==> src/rtl/hazard_pkg.sv <==
// Shared types and constants for the pipeline hazard controller.
package hazard_pkg;

  typedef enum logic [1:0] {
    ST_RUN    = 2'd0,
    ST_STALL  = 2'd1,
    ST_FLUSH  = 2'd2,
    ST_FREEZE = 2'd3
  } state_e;

  localparam logic [5:0] OP_RTYPE = 6'h00;
  localparam logic [5:0] OP_BEQ   = 6'h04;
  localparam logic [5:0] OP_SW    = 6'h2B;

  localparam int CNT_W = 16;
  localparam int RUN_W = 8;

  typedef struct packed {
    logic pc_write;
    logic if_id_write;
    logic id_ex_bubble;
    logic flush_if_id;
    logic flush_id_ex;
    logic flush_ex_mem;
    logic pipe_freeze;
  } ctl_t;

  // Only these formats actually read rt as a source operand.
  function automatic logic rt_used(input logic [5:0] op);
    return (op == OP_RTYPE) || (op == OP_BEQ) || (op == OP_SW);
  endfunction

endpackage

==> src/rtl/hazard_unit_sat_counter.sv <==
// Saturating up-counter with synchronous clear taking priority over increment.
module sat_counter #(
  parameter int W = 16
) (
  input  logic         clk,
  input  logic         rst_n,
  input  logic         inc,
  input  logic         clr,
  output logic [W-1:0] cnt
);

  always_ff @(posedge clk or negedge rst_n) begin
    if (!rst_n)               cnt <= '0;
    else if (clr)             cnt <= '0;
    else if (inc && !(&cnt))  cnt <= cnt + 1'b1;
  end

endmodule

==> src/rtl/hazard_unit.sv <==
// Pipeline hazard controller: picks one of RUN/STALL/FLUSH/FREEZE per cycle
// and drives stage enables/flushes combinationally, with event counters.
module hazard_unit
  import hazard_pkg::*;
(
  input  logic             clk,
  input  logic             rst_n,
  input  logic [4:0]       if_id_rs,
  input  logic [4:0]       if_id_rt,
  input  logic [5:0]       if_id_opcode,
  input  logic             id_ex_memread,
  input  logic [4:0]       id_ex_rt,
  input  logic             branch_taken,
  input  logic             mem_busy,
  input  logic             cnt_clr,
  output logic             pc_write,
  output logic             if_id_write,
  output logic             id_ex_bubble,
  output logic             flush_if_id,
  output logic             flush_id_ex,
  output logic             flush_ex_mem,
  output logic             pipe_freeze,
  output logic [1:0]       state,
  output logic [CNT_W-1:0] stall_cnt,
  output logic [CNT_W-1:0] freeze_cnt,
  output logic             freeze_timeout
);

  state_e            state_q, action;
  ctl_t              ctl;
  logic              load_use;
  logic              act_stall, act_freeze;
  logic [RUN_W-1:0]  freeze_run;

  assign load_use = id_ex_memread && (id_ex_rt != 5'd0) &&
                    ((id_ex_rt == if_id_rs) ||
                     ((id_ex_rt == if_id_rt) && rt_used(if_id_opcode)));

  // State register simply records the action taken this cycle.
  always_ff @(posedge clk or negedge rst_n) begin
    if (!rst_n) state_q <= ST_RUN;
    else        state_q <= action;
  end

  // A load is allowed at most one bubble: STALL masks load_use next cycle.
  always_comb begin
    action = ST_RUN;
    if (mem_busy)                             action = ST_FREEZE;
    else if (branch_taken)                    action = ST_FLUSH;
    else if (load_use && state_q != ST_STALL) action = ST_STALL;
  end

  always_comb begin
    ctl = '0;
    unique case (action)
      ST_RUN: begin
        ctl.pc_write    = 1'b1;
        ctl.if_id_write = 1'b1;
      end
      ST_STALL: ctl.id_ex_bubble = 1'b1;
      ST_FLUSH: begin
        ctl.pc_write     = 1'b1;
        ctl.if_id_write  = 1'b1;
        ctl.flush_if_id  = 1'b1;
        ctl.flush_id_ex  = 1'b1;
        ctl.flush_ex_mem = 1'b1;
      end
      ST_FREEZE: ctl.pipe_freeze = 1'b1;
      default: ctl = '0;
    endcase
    // Everything held quiet while reset is asserted, independent of inputs.
    if (!rst_n) ctl = '0;
  end

  assign pc_write     = ctl.pc_write;
  assign if_id_write  = ctl.if_id_write;
  assign id_ex_bubble = ctl.id_ex_bubble;
  assign flush_if_id  = ctl.flush_if_id;
  assign flush_id_ex  = ctl.flush_id_ex;
  assign flush_ex_mem = ctl.flush_ex_mem;
  assign pipe_freeze  = ctl.pipe_freeze;
  assign state        = state_q;

  assign act_stall  = (action == ST_STALL);
  assign act_freeze = (action == ST_FREEZE);

  sat_counter #(.W(CNT_W)) u_stall_cnt (
    .clk   (clk),
    .rst_n (rst_n),
    .inc   (act_stall),
    .clr   (cnt_clr),
    .cnt   (stall_cnt)
  );

  sat_counter #(.W(CNT_W)) u_freeze_cnt (
    .clk   (clk),
    .rst_n (rst_n),
    .inc   (act_freeze),
    .clr   (cnt_clr),
    .cnt   (freeze_cnt)
  );

  // Consecutive-freeze run length; any other action breaks the run.
  sat_counter #(.W(RUN_W)) u_freeze_run (
    .clk   (clk),
    .rst_n (rst_n),
    .inc   (act_freeze),
    .clr   (!act_freeze),
    .cnt   (freeze_run)
  );

  always_ff @(posedge clk or negedge rst_n) begin
    if (!rst_n)                         freeze_timeout <= 1'b0;
    else if (cnt_clr)                   freeze_timeout <= 1'b0;
    else if (act_freeze && &freeze_run) freeze_timeout <= 1'b1;
  end

endmodule

==> config.mk <==
export PLATFORM = sky130hd
export DESIGN_NAME = hazard_unit
export DESIGN_NICKNAME = d
export VERILOG_FILES = /design/src/rtl/hazard_pkg.sv /design/src/rtl/hazard_unit_sat_counter.sv /design/src/rtl/hazard_unit.sv
export SDC_FILE = /design/constraint.sdc
export NUM_CORES = 1
export LEC_CHECK = 0
export ABC_AREA = 1
export BUFFER_PORTS_ARGS = -buffer_cell sky130_fd_sc_hd__buf_2
export CORE_ASPECT_RATIO = 0.7
export CORE_MARGIN = 8
export CORE_UTILIZATION = 58
export DETAILED_ROUTE_END_ITERATION = 12
export GPL_ROUTABILITY_DRIVEN = 0
export GPL_TIMING_DRIVEN = 0
export PLACE_DENSITY = 0.87
export SLEW_MARGIN = 20
export SYNTH_ARGS = -nofsm -noshare
export SYNTH_HDL_FRONTEND = slang
export SYNTH_SLANG_ARGS = --single-unit
==> constraint.sdc <==
create_clock -name clk -period 3.56 [get_ports clk]
set_input_delay 0.534 -clock clk [delete_from_list [all_inputs] [get_ports clk]]
set_output_delay 0.534 -clock clk [all_outputs]
set_load 0.05 [all_outputs]
==> out/qor.log, run 1 <==
INFO  clock_network  clk_transition_reported_paths=80ps
INFO  timing         grt_setup_unrepaired=no
INFO  worst_hold_path worst_hold_class=in -> async
INFO  worst_setup_path cp.required=3030ps
INFO  synth          number_of_nets_produced_by_synthesis=412
INFO  timing         tns=0ps
INFO  place          placed_cell_area=3210µm²
INFO  final_layout   post-route-cell-area=3300µm²
INFO  timing         worstMarginPinSlew=962ps
INFO  timing         fmax=362MHz
INFO  power_and_ir_drop power_density=293nW/µm²
INFO  power_and_ir_drop comb_power_share=15.8%
INFO  global_routing grt_pass1_vias=2,629
INFO  timing         worst_slack=798ps
INFO  worst_setup_path cp-start-kind=input port
INFO  power_and_ir_drop sequentialPowerShare=52.6%
INFO  worst_setup_path reg2reg_setup_slack=1690ps
INFO  final_layout   areaGrowthSynthToFinish=17.7%
INFO  place          place_ws=732ps
INFO  clock_network  ctsResizeCount=0
INFO  synth          mappedNetlistArea=2800µm²
INFO  final_layout   multi_input_gate_area_in_the_final_layout=1470µm²
INFO  global_routing grt_first_pass_wirelength=11.5mm
INFO  run_status     outcome=finished clean
INFO  global_routing gr-usage-all-layers=19.0%
INFO  clock_network  cts-root-buf=clkbuf_8
INFO  place          numPortBuffers=68
INFO  route          vias=2,788
INFO  clock_network  clock_sinks=43
INFO  clock_network  cts-buffers-inserted=5
INFO  clock_network  insertion_delay=300ps
INFO  final_layout   nNetsFinal=487
INFO  synth          synth_cell_type_count=34
INFO  worst_setup_path crit_type=in -> out
INFO  clock_network  post_cts.repair.setup_buffers=0
INFO  synth          netlist_instances=382
INFO  synth          ys.warnings.count=0
INFO  power_and_ir_drop p_int=679µW
INFO  timing         final-hold-violation-count=0
INFO  timing         fin_crit=2760ps
INFO  final_layout   utilization_after_layout=70.1%
INFO  final_layout   antennaDiodeCount=0
INFO  floorplanning  initial_utilization=59.5%
INFO  final_layout   layout-drive-gt1-share=26.6%
INFO  final_layout   leading_cell_type_in_the_layout_fill_and_taps_excluded=nand2_1
INFO  worst_setup_path crit_path_end_kind=primary output
INFO  worst_setup_path ff_to_ff_end=u_stall_cnt.cnt[10]
INFO  timing         report.final.slew_viol_count=0
INFO  global_routing number_of_antenna_violations_at_the_first_check_in_global_routing=0
INFO  clock_network  clock_tree.htree_level_count=2
INFO  power_and_ir_drop power=965µW
INFO  worst_setup_path reg2reg_depth=11
INFO  global_routing globalRoute.totalOverflow=0
INFO  synth          postSynthAreaPerCell=7.33µm²
INFO  timing         final-setup-viol-count=0
INFO  floorplanning  chipHeight=74.1µm
INFO  global_routing grt_start_max_net_pins=46
INFO  final_layout   most_frequent_cells_in_the_layout=79 x nand2_1, 71 x buf_2, 49 x nor2_1
INFO  floorplanning  floorplan.die_area=7340µm²
INFO  worst_setup_path reg2reg_from=u_stall_cnt.cnt[0]
INFO  power_and_ir_drop switching_share=29.7%
INFO  worst_setup_path cp.arrival=2230ps
INFO  place          hpwl=5.27mm
INFO  power_and_ir_drop peakVddDrop=0.241mV
INFO  timing         slew_headroom=35.9%
INFO  worst_setup_path crit_fanout=45
INFO  timing         finalCritPeriodShare=77.6%
INFO  floorplanning  io_pins=69
INFO  floorplanning  core_area=4700µm²
INFO  power_and_ir_drop part_of_the_total_power_dissipated_in_the_clock_network=31.6%
INFO  route          average_routed_wire_per_standard_cell=13.3µm
INFO  route          initialDrtViolationCount=167
INFO  clock_network  cts_tree=yes
INFO  job            maxCapViolCount=0
INFO  route          vias_per_cell=5.41
INFO  route          antenna_left=0
INFO  worst_setup_path worst_setup_path_startpoint=rst_n
INFO  clock_network  cts.path.max_buffers=2
INFO  power_and_ir_drop power.static_leakage=1.70nW
INFO  timing         hold_ws=385ps
INFO  final_layout   layout.cells.non_filler=515
INFO  route          drt-total-wl=6.88mm
INFO  route          drcViolationCount=0
INFO  floorplanning  fp-row-count=21
INFO  place          dp_cells=507
INFO  power_and_ir_drop power.switching=286µW
INFO  synth          synth.yosys.seq_area_share=38.4%
INFO  floorplanning  die_width=99.1µm
INFO  clock_network  cts.hold.buffers_added=0
INFO  route          detailedRoute.firstPassIterationCount=6
INFO  final_layout   seq_area=1080µm²
INFO  timing         timing.clock.skew=8.38ps
INFO  worst_setup_path capture_point_of_the_critical_path=flush_if_id
INFO  synth          ffs_latches_synth=43
INFO  final_layout   num-fill-cells=381
## cell usage after synthesis
cell	number	area (µm²)
inv_2	4	15.0
o31ai_1	3	22.5
or2_2	1	6.26
a211oi_1	1	7.51
inv_1	44	165
dfrtp_1	43	1080
buf_8	1	15.0
nand2_2	22	138
o21ai_0	14	70.1
xor2_1	13	114
nand2_1	79	297
nand4_1	6	37.5
ha_1	3	37.5
o21bai_1	1	7.51
clkbuf_1	4	15.0
o21ai_1	2	10.0
nand3_1	35	175
nor3b_1	2	15.0
nor3_2	2	20.0
nand2_4	1	11.3
a31oi_1	3	18.8
a21oi_1	11	55.1
nor4b_1	1	8.76
buf_2	3	15.0
buf_4	4	30.0
nor3_1	14	70.1
xnor2_1	7	61.3
nor2_1	49	184
nor3b_2	1	12.5
nor2_2	1	6.26
o21ai_2	1	8.76
nand4_4	1	21.3
nand3_2	2	20.0
nor2_4	3	33.8
## cell families (layout without fill, tap and decap cells)
kind of cell / count (synthesis) / in the layout / share of synthesized area (%)
DFF: 43 / 43 / 38.4
AOI/OAI and AO/OA: 36 / 36 / 7.15
xor gates and xnor gates: 20 / 20 / 6.26
buffers and inverters: 60 / 136 / 9.11
adders and majority gates: 3 / 3 / 1.34
and+or+nand+nor: 220 / 220 / 37.7
## layout make-up
cell class / instances / area share (%)
buffer: 12 / 2.28
clock buffer: 6 / 2.20
clock inverter: 2 / 0.380
inverter: 48 / 5.46
multi-input combinational: 279 / 44.6
sequential: 43 / 32.6
tap: 57 / 2.16
timing repair buffer: 68 / 10.3
## critical path: stages
cell	delay, ps
buf_2	720
inv_1	170
nor3_1	360
buf_4	180
buf_2	250
## flip-flops by register name (all words and copies together), names as in the netlist
| signal | count |
|---|---|
| freeze_timeout | 1 |
| state | 2 |
| u_freeze_cnt.cnt | 16 |
| u_freeze_run.cnt | 8 |
| u_stall_cnt.cnt | 16 |
## per-layer routing
| metal | up-vias | share of wire [%] | track usage, % |
|---|---|---|---|
| met5 | - | 0 | 0 |
| met4 | 0 | 1.7 | 7.85 |
| met3 | 13 | 7.8 | 4.77 |
| met2 | 114 | 45 | 32.0 |
| met1 | 1290 | 45 | 23.1 |
| li1 | 1371 | - | - |
## power by group through the flow
stage / Combinational, mW / Clock, mW / Sequential (mW)
2_1_floorplan: 0.0726 / 0 / 0.542
3_3_place_gp: 0.149 / 0 / 0.517
3_5_place_dp: 0.153 / 0 / 0.517
4_1_cts: 0.154 / 0.314 / 0.508
5_1_grt: 0.168 / 0.335 / 0.509
6_report: 0.153 / 0.305 / 0.508
## how the worst min path moves through the flow
stage / endpoint / cells past startpoint
finish: u_stall_cnt.cnt[7] / 1
global route: u_freeze_cnt.cnt[9] / 1
CTS: u_freeze_cnt.cnt[13] / 1
detailed placement: u_freeze_run.cnt[5] / 1
global placement: u_freeze_run.cnt[5] / 1
floorplan: freeze_timeout / 0
Power figures use the tool's default switching activity.
==> run 2: changes to the inputs <==
--- a/config.mk
+++ b/config.mk
@@ -9,11 +9,11 @@
 export BUFFER_PORTS_ARGS = -buffer_cell sky130_fd_sc_hd__buf_2
 export CORE_ASPECT_RATIO = 0.7
 export CORE_MARGIN = 8
-export CORE_UTILIZATION = 58
+export CORE_UTILIZATION = 54
 export DETAILED_ROUTE_END_ITERATION = 12
 export GPL_ROUTABILITY_DRIVEN = 0
 export GPL_TIMING_DRIVEN = 0
-export PLACE_DENSITY = 0.87
+export PLACE_DENSITY = 0.82
 export SLEW_MARGIN = 20
 export SYNTH_ARGS = -nofsm -noshare
 export SYNTH_HDL_FRONTEND = slang
==> constraint.sdc (replaced) <==
create_clock -name clk -period 2.6 [get_ports clk]
set_input_delay 0.39 -clock clk [delete_from_list [all_inputs] [get_ports clk]]
set_output_delay 0.39 -clock clk [all_outputs]
set_load 0.05 [all_outputs]
==> run 2 against run 1 <==
Against the previous run:
- total power increased by 58%
- critical path type unchanged
- worst setup slack worse by 360 ps
- register-to-register slack lost 980 ps
- via count down 2.6%
- design area up 2.2%
- cell count is 2.9% higher
==> out/qor.log, run 2 (synthesis gave the netlist of run 1 again) <==
INFO  run_status     outcome=finished clean
INFO  final_layout   post-route-cell-area=3370µm² [+2.2%]
INFO  timing         finalCritPeriodShare=83.2%
INFO  worst_setup_path cp.arrival=1770ps [-460 ps]
INFO  global_routing grt_pass1_vias=2,638 [+0.34%]
INFO  worst_hold_path worst_hold_class=in -> async
INFO  place          place_ws=28.1ps [-704 ps]
INFO  route          detailedRoute.firstPassIterationCount=4 [-2]
INFO  timing         report.final.slew_viol_count=0 [unchanged]
INFO  clock_network  clock_tree.htree_level_count=2 [unchanged]
INFO  clock_network  cts_tree=yes
INFO  timing         slew_headroom=61.9% [+26 points]
INFO  route          initialDrtViolationCount=118 [-29%]
INFO  floorplanning  chipHeight=76.3µm [+2.9%]
INFO  place          placed_cell_area=3230µm² [+0.58%]
INFO  place          hpwl=5.28mm [about the same]
INFO  worst_setup_path crit_fanout=45 [unchanged]
INFO  clock_network  ctsResizeCount=0 [unchanged]
INFO  place          dp_cells=522 [+3.0%]
INFO  timing         tns=0ps [unchanged]
INFO  clock_network  insertion_delay=300ps [about the same]
INFO  timing         hold_ws=67.6ps [-317 ps]
INFO  worst_setup_path crit_type=in -> out
INFO  final_layout   utilization_after_layout=65.8% [-4.3 points]
INFO  final_layout   layout.cells.non_filler=530 [+2.9%]
INFO  global_routing grt_first_pass_wirelength=11.8mm [+2.7%]
INFO  worst_setup_path cp.required=2210ps [-820 ps]
INFO  final_layout   layout-drive-gt1-share=26.9% [+0.22 points]
INFO  worst_setup_path cp-start-kind=input port
INFO  global_routing number_of_antenna_violations_at_the_first_check_in_global_routing=0 [unchanged]
INFO  timing         worst_slack=437ps [-362 ps]
INFO  final_layout   leading_cell_type_in_the_layout_fill_and_taps_excluded=nand2_1
INFO  timing         final-hold-violation-count=0 [unchanged]
INFO  power_and_ir_drop power=1.53mW [+58%]
INFO  clock_network  clk_transition_reported_paths=80ps [about the same]
INFO  floorplanning  floorplan.die_area=7780µm² [+6.0%]
INFO  final_layout   antennaDiodeCount=0 [unchanged]
INFO  timing         fmax=462MHz
INFO  place          numPortBuffers=68 [unchanged]
INFO  final_layout   largest_registers=u_freeze_cnt.cnt: 16 flops, u_stall_cnt.cnt: 16 flops, u_freeze_run.cnt: 8 flops
INFO  timing         timing.clock.skew=5.18ps [-3.20 ps]
INFO  clock_network  cts.path.max_buffers=2 [unchanged]
INFO  final_layout   num-fill-cells=452 [+19%]
INFO  global_routing gr-usage-all-layers=18.2% [-0.78 points]
INFO  global_routing globalRoute.totalOverflow=0 [unchanged]
INFO  power_and_ir_drop peakVddDrop=0.370mV [+53%]
INFO  floorplanning  io_pins=69 [unchanged]
INFO  floorplanning  die_width=102µm [+3.0%]
INFO  floorplanning  initial_utilization=54.7% [-4.8 points]
INFO  job            maxCapViolCount=0 [unchanged]
INFO  clock_network  cts.hold.buffers_added=0 [unchanged]
INFO  floorplanning  core_area=5120µm² [+8.9%]
INFO  timing         final-setup-viol-count=0 [unchanged]
INFO  timing         grt_setup_unrepaired=no
INFO  timing         worstMarginPinSlew=571ps [-391 ps]
INFO  global_routing grt_start_max_net_pins=46 [unchanged]
INFO  power_and_ir_drop power.static_leakage=1.73nW [+1.4%]
INFO  timing         fin_crit=2160ps
INFO  route          average_routed_wire_per_standard_cell=13.2µm [-1.4%]
INFO  route          antenna_left=0 [unchanged]
INFO  route          drt-total-wl=6.98mm [+1.5%]
INFO  clock_network  cts-buffers-inserted=5 [unchanged]
INFO  clock_network  cts-root-buf=clkbuf_8
INFO  final_layout   nNetsFinal=487 [unchanged]
INFO  worst_setup_path crit_path_end_kind=primary output
INFO  final_layout   areaGrowthSynthToFinish=20.3%
INFO  power_and_ir_drop power_density=454nW/µm² [+55%]
INFO  clock_network  post_cts.repair.setup_buffers=0 [unchanged]
INFO  final_layout   most_frequent_cells_in_the_layout=79 x nand2_1, 70 x buf_2, 49 x nor2_1
INFO  floorplanning  fp-row-count=22 [+4.8%]
INFO  clock_network  clock_sinks=43 [unchanged]
INFO  route          vias_per_cell=5.12 [-5.4%]
INFO  route          vias=2,715 [-2.6%]
INFO  route          drcViolationCount=0 [unchanged]
==> run 2: cell types whose count changed in the layout (fill, tap and decap cells not counted), sizes merged <==
| cell | change |
|---|---|
| bufinv | +2 |
| clkbuf | -1 |
| clkinv | -1 |
==> run 2: metal layers <==
layer  global-route usage, %  wire (µm)
met1                    23.8       3220
met5                       0          0
met3                    4.74        595
met2                    28.7       3100
met4                    5.11         59
==> run 2: path summary, 6_finish.rpt <==
| kind | endpoint | start | slack, ps | cells past startpoint |
|---|---|---|---|---|
| max | flush_if_id | rst_n | 440 | 5 |
| min | u_freeze_cnt.cnt[4] | rst_n | 70 | 1 |
| max reg2reg | u_stall_cnt.cnt[14] | u_stall_cnt.cnt[0] | 710 | 11 |
| min reg2reg | u_freeze_run.cnt[5] | u_freeze_run.cnt[5] | 500 | 1 |
| max in group asynchronous | u_freeze_cnt.cnt[2] | rst_n | 2130 | 1 |
| min in group clk | state[1] | branch_taken | 370 | 3 |
==> run 2: critical path: stages <==
cell and delay [ps]:
buf_4 440, inv_1 150, nor3_1 330, buf_4 170, buf_2 250
==> run 2: power by group <==
group	leakage, nW	switching (mW)	internal, mW
combinational	1.07	0.147	0.0606
sequential	0.589	0.0134	0.682
clock	0.0644	0.244	0.383
total	1.73	0.404	1.13
==> run 2: layout make-up <==
class / count / area [µm²] / share of cell area, %
Inverter: 48 / 180 / 5.35
Timing Repair Buffer: 68 / 343 / 10.2
Clock buffer: 5 / 68.8 / 2.04
Sequential cell: 43 / 1080 / 31.9
Clock inverter: 3 / 67.6 / 2.01
Tap cell: 72 / 90.1 / 2.67
Buffer: 12 / 75.1 / 2.23
Multi-Input combinational cell: 279 / 1470 / 43.6
==> run 3: changes to the inputs <==
==> constraint.sdc (replaced) <==
create_clock -name clk -period 2.3 [get_ports clk]
set_input_delay 0.345 -clock clk [delete_from_list [all_inputs] [get_ports clk]]
set_output_delay 0.345 -clock clk [all_outputs]
set_load 0.05 [all_outputs]
==> run 3 against run 2 <==
Against the previous run:
- global-route usage is 0.38 points higher
- design area down 1.0%
- via count rose by 0.55%
- critical endpoint is now flush_id_ex
- largest cell class unchanged
- largest power group unchanged
==> out/qor.log, run 3 (synthesis gave the netlist of run 1 again) <==
INFO  run_status     outcome=finished clean
INFO  place          placed_cell_area=3240µm² [+0.39%]
INFO  global_routing global_route.usage.met3=4.84% [+0.091 points]
INFO  final_layout   post-route-cell-area=3330µm² [-1.0%]
INFO  timing         hold_ws=25.9ps [-41.7 ps]
INFO  timing         worstMarginPinSlew=542ps [-29.0 ps]
INFO  worst_setup_path cp.arrival=1650ps [-120 ps]
INFO  clock_network  ctsResizeCount=1 [+1]
INFO  floorplanning  initial_utilization=54.7% [unchanged]
INFO  clock_network  cts.path.max_buffers=2 [unchanged]
INFO  route          vias_per_cell=5.15 [+0.55%]
INFO  clock_network  cts.hold.buffers_added=0 [unchanged]
INFO  power_and_ir_drop power_density=456nW/µm² [+0.35%]
INFO  job            maxCapViolCount=0 [unchanged]
INFO  worst_setup_path worst_path_largest_cell_delay=440ps [about the same]
INFO  route          drt-total-wl=6.92mm [-0.77%]
INFO  worst_setup_path cp-start-kind=input port
INFO  worst_setup_path cp.required=1960ps [-250 ps]
INFO  place          numPortBuffers=68 [unchanged]
INFO  worst_setup_path crit_path_end_kind=primary output
INFO  timing         report.final.slew_viol_count=0 [unchanged]
INFO  global_routing use_met2=30.2% [+1.4 points]
INFO  final_layout   nNetsFinal=487 [unchanged]
INFO  route          detailedRoute.firstPassIterationCount=4 [unchanged]
INFO  global_routing grt_pass1_vias=2,690 [+2.0%]
INFO  power_and_ir_drop power=1.52mW [-0.69%]
INFO  clock_network  cts-buffers-inserted=5 [unchanged]
INFO  timing         grt_setup_unrepaired=no
INFO  clock_network  post_cts.repair.setup_buffers=0 [unchanged]
INFO  final_layout   areaGrowthSynthToFinish=19.1%
INFO  final_layout   largest_registers=u_freeze_cnt.cnt: 16 flops, u_stall_cnt.cnt: 16 flops, u_freeze_run.cnt: 8 flops
INFO  timing         timing.clock.skew=8.72ps [+3.54 ps]
INFO  clock_network  insertion_delay=310ps [about the same]
INFO  route          average_routed_wire_per_standard_cell=13.1µm [-0.77%]
INFO  final_layout   most_frequent_cells_in_the_layout=79 x nand2_1, 70 x buf_2, 48 x nor2_1
INFO  final_layout   antennaDiodeCount=0 [unchanged]
INFO  global_routing grt_met1_usage=23.6% [-0.16 points]
INFO  clock_network  clock_tree.htree_level_count=2 [unchanged]
INFO  clock_network  cts-root-buf=clkbuf_8
INFO  floorplanning  chipHeight=76.3µm [unchanged]
INFO  timing         final-setup-viol-count=0 [unchanged]
INFO  timing         final-hold-violation-count=0 [unchanged]
INFO  timing         slew_headroom=63.9% [+1.9 points]
INFO  global_routing grt_start_max_net_pins=46 [unchanged]
INFO  final_layout   leading_cell_type_in_the_layout_fill_and_taps_excluded=nand2_1
INFO  global_routing globalRoute.totalOverflow=0 [unchanged]
INFO  power_and_ir_drop peakVddDrop=0.269mV [-27%]
INFO  clock_network  cts_tree=yes
INFO  global_routing number_of_antenna_violations_at_the_first_check_in_global_routing=0 [unchanged]
INFO  floorplanning  fp-row-count=22 [unchanged]
INFO  worst_setup_path crit_slowest_cell=buf_4
INFO  clock_network  clk_transition_reported_paths=90ps [about the same]
INFO  place          hpwl=5.29mm [+0.25%]
INFO  route          drcViolationCount=0 [unchanged]
INFO  worst_setup_path crit_type=in -> out
INFO  route          antenna_left=0 [unchanged]
INFO  route          initialDrtViolationCount=161 [+36%]
INFO  global_routing grt_busiest_layer=met2
INFO  worst_hold_path worst_hold_class=in -> async
INFO  global_routing gr-usage-all-layers=18.6% [+0.38 points]
INFO  timing         tns=0ps [unchanged]
INFO  route          vias=2,730 [+0.55%]
INFO  timing         fin_crit=1990ps
INFO  floorplanning  floorplan.die_area=7780µm² [unchanged]
INFO  worst_setup_path worstPathCellList=buf_4, inv_1, nor3_2, buf_4, buf_2
INFO  final_layout   layout-drive-gt1-share=27.5% [+0.66 points]
INFO  timing         finalCritPeriodShare=86.6%
INFO  worst_setup_path path_common_cell=buf_4
INFO  power_and_ir_drop power.static_leakage=1.70nW [-1.3%]
INFO  floorplanning  die_width=102µm [unchanged]
INFO  timing         fmax=502MHz
INFO  worst_setup_path crit_fanout=45 [unchanged]
INFO  clock_network  clock_sinks=43 [unchanged]
INFO  final_layout   num-fill-cells=467 [+3.3%]
INFO  floorplanning  core_area=5120µm² [unchanged]
INFO  floorplanning  io_pins=69 [unchanged]
INFO  global_routing grt_first_pass_wirelength=12.1mm [+2.6%]
==> run 3: changes by cell type in the layout (fill, tap and decap cells not counted) <==
cell / before / now
bufinv_16: 2 / 0
nor3_1: 14 / 12
nor3_2: 2 / 4
clkinv_2: 0 / 1
clkinvlp_4: 1 / 2
nor2_1: 49 / 48
nor2_2: 1 / 2
==> run 3: metal layers <==
layer / part of all wire (%) / routed length (µm)
met4: 1.4 / 94
met2: 44 / 3050
met5: 0 / 0
met3: 9.3 / 644
met1: 45 / 3130
==> run 3: worst paths after layout <==
check | cells after the start | slack [ps] | end | startpoint
setup reg to reg | 11 | 390 | u_stall_cnt.cnt[6] | u_stall_cnt.cnt[0]
setup / recovery | 5 | 310 | flush_id_ex | rst_n
hold reg to reg | 1 | 500 | u_freeze_run.cnt[5] | u_freeze_run.cnt[5]
max in group asynchronous | 1 | 1910 | state[0] | rst_n
min in group clk | 3 | 330 | state[1] | branch_taken
hold / removal | 1 | 30 | u_freeze_cnt.cnt[15] | rst_n
==> run 3: cell type report <==
| type | instances | area, µm² | share of cell area, % |
|---|---|---|---|
| inverters | 48 | 180 | 5.40 |
| well taps | 72 | 90.1 | 2.70 |
| multi-input cells | 279 | 1480 | 44.4 |
| plain buffers | 12 | 75.1 | 2.25 |
| clock inverters | 3 | 20.0 | 0.600 |
| clock buffers | 5 | 68.8 | 2.06 |
| repair buffers | 68 | 343 | 10.3 |
| flip-flops and latches | 43 | 1080 | 32.3 |
==> run 3: per-stage QoR <==
step	setup WS (ps)	utilization [%]	std cells
after CTS	251	65.1	530
after detailed placement	-125	63.3	522
after global routing	128	65.1	530
after global placement	-92.5	63.3	522
after floorplan	185	-	382
final	309	65.1	530
==> run 3: where the power goes <==
| part | switching, mW | total [mW] | internal [mW] |
|---|---|---|---|
| registers | 0.0159 | 0.786 | 0.771 |
| clock network | 0.284 | 0.496 | 0.212 |
| logic | 0.168 | 0.237 | 0.0694 |
| total | 0.468 | 1.52 | 1.05 |
==> run 3: critical path: cells and delay by family <==
kind,cells,cell delay (ps)
buffers and inverters,4,1030
and+or+nand+nor,1,250
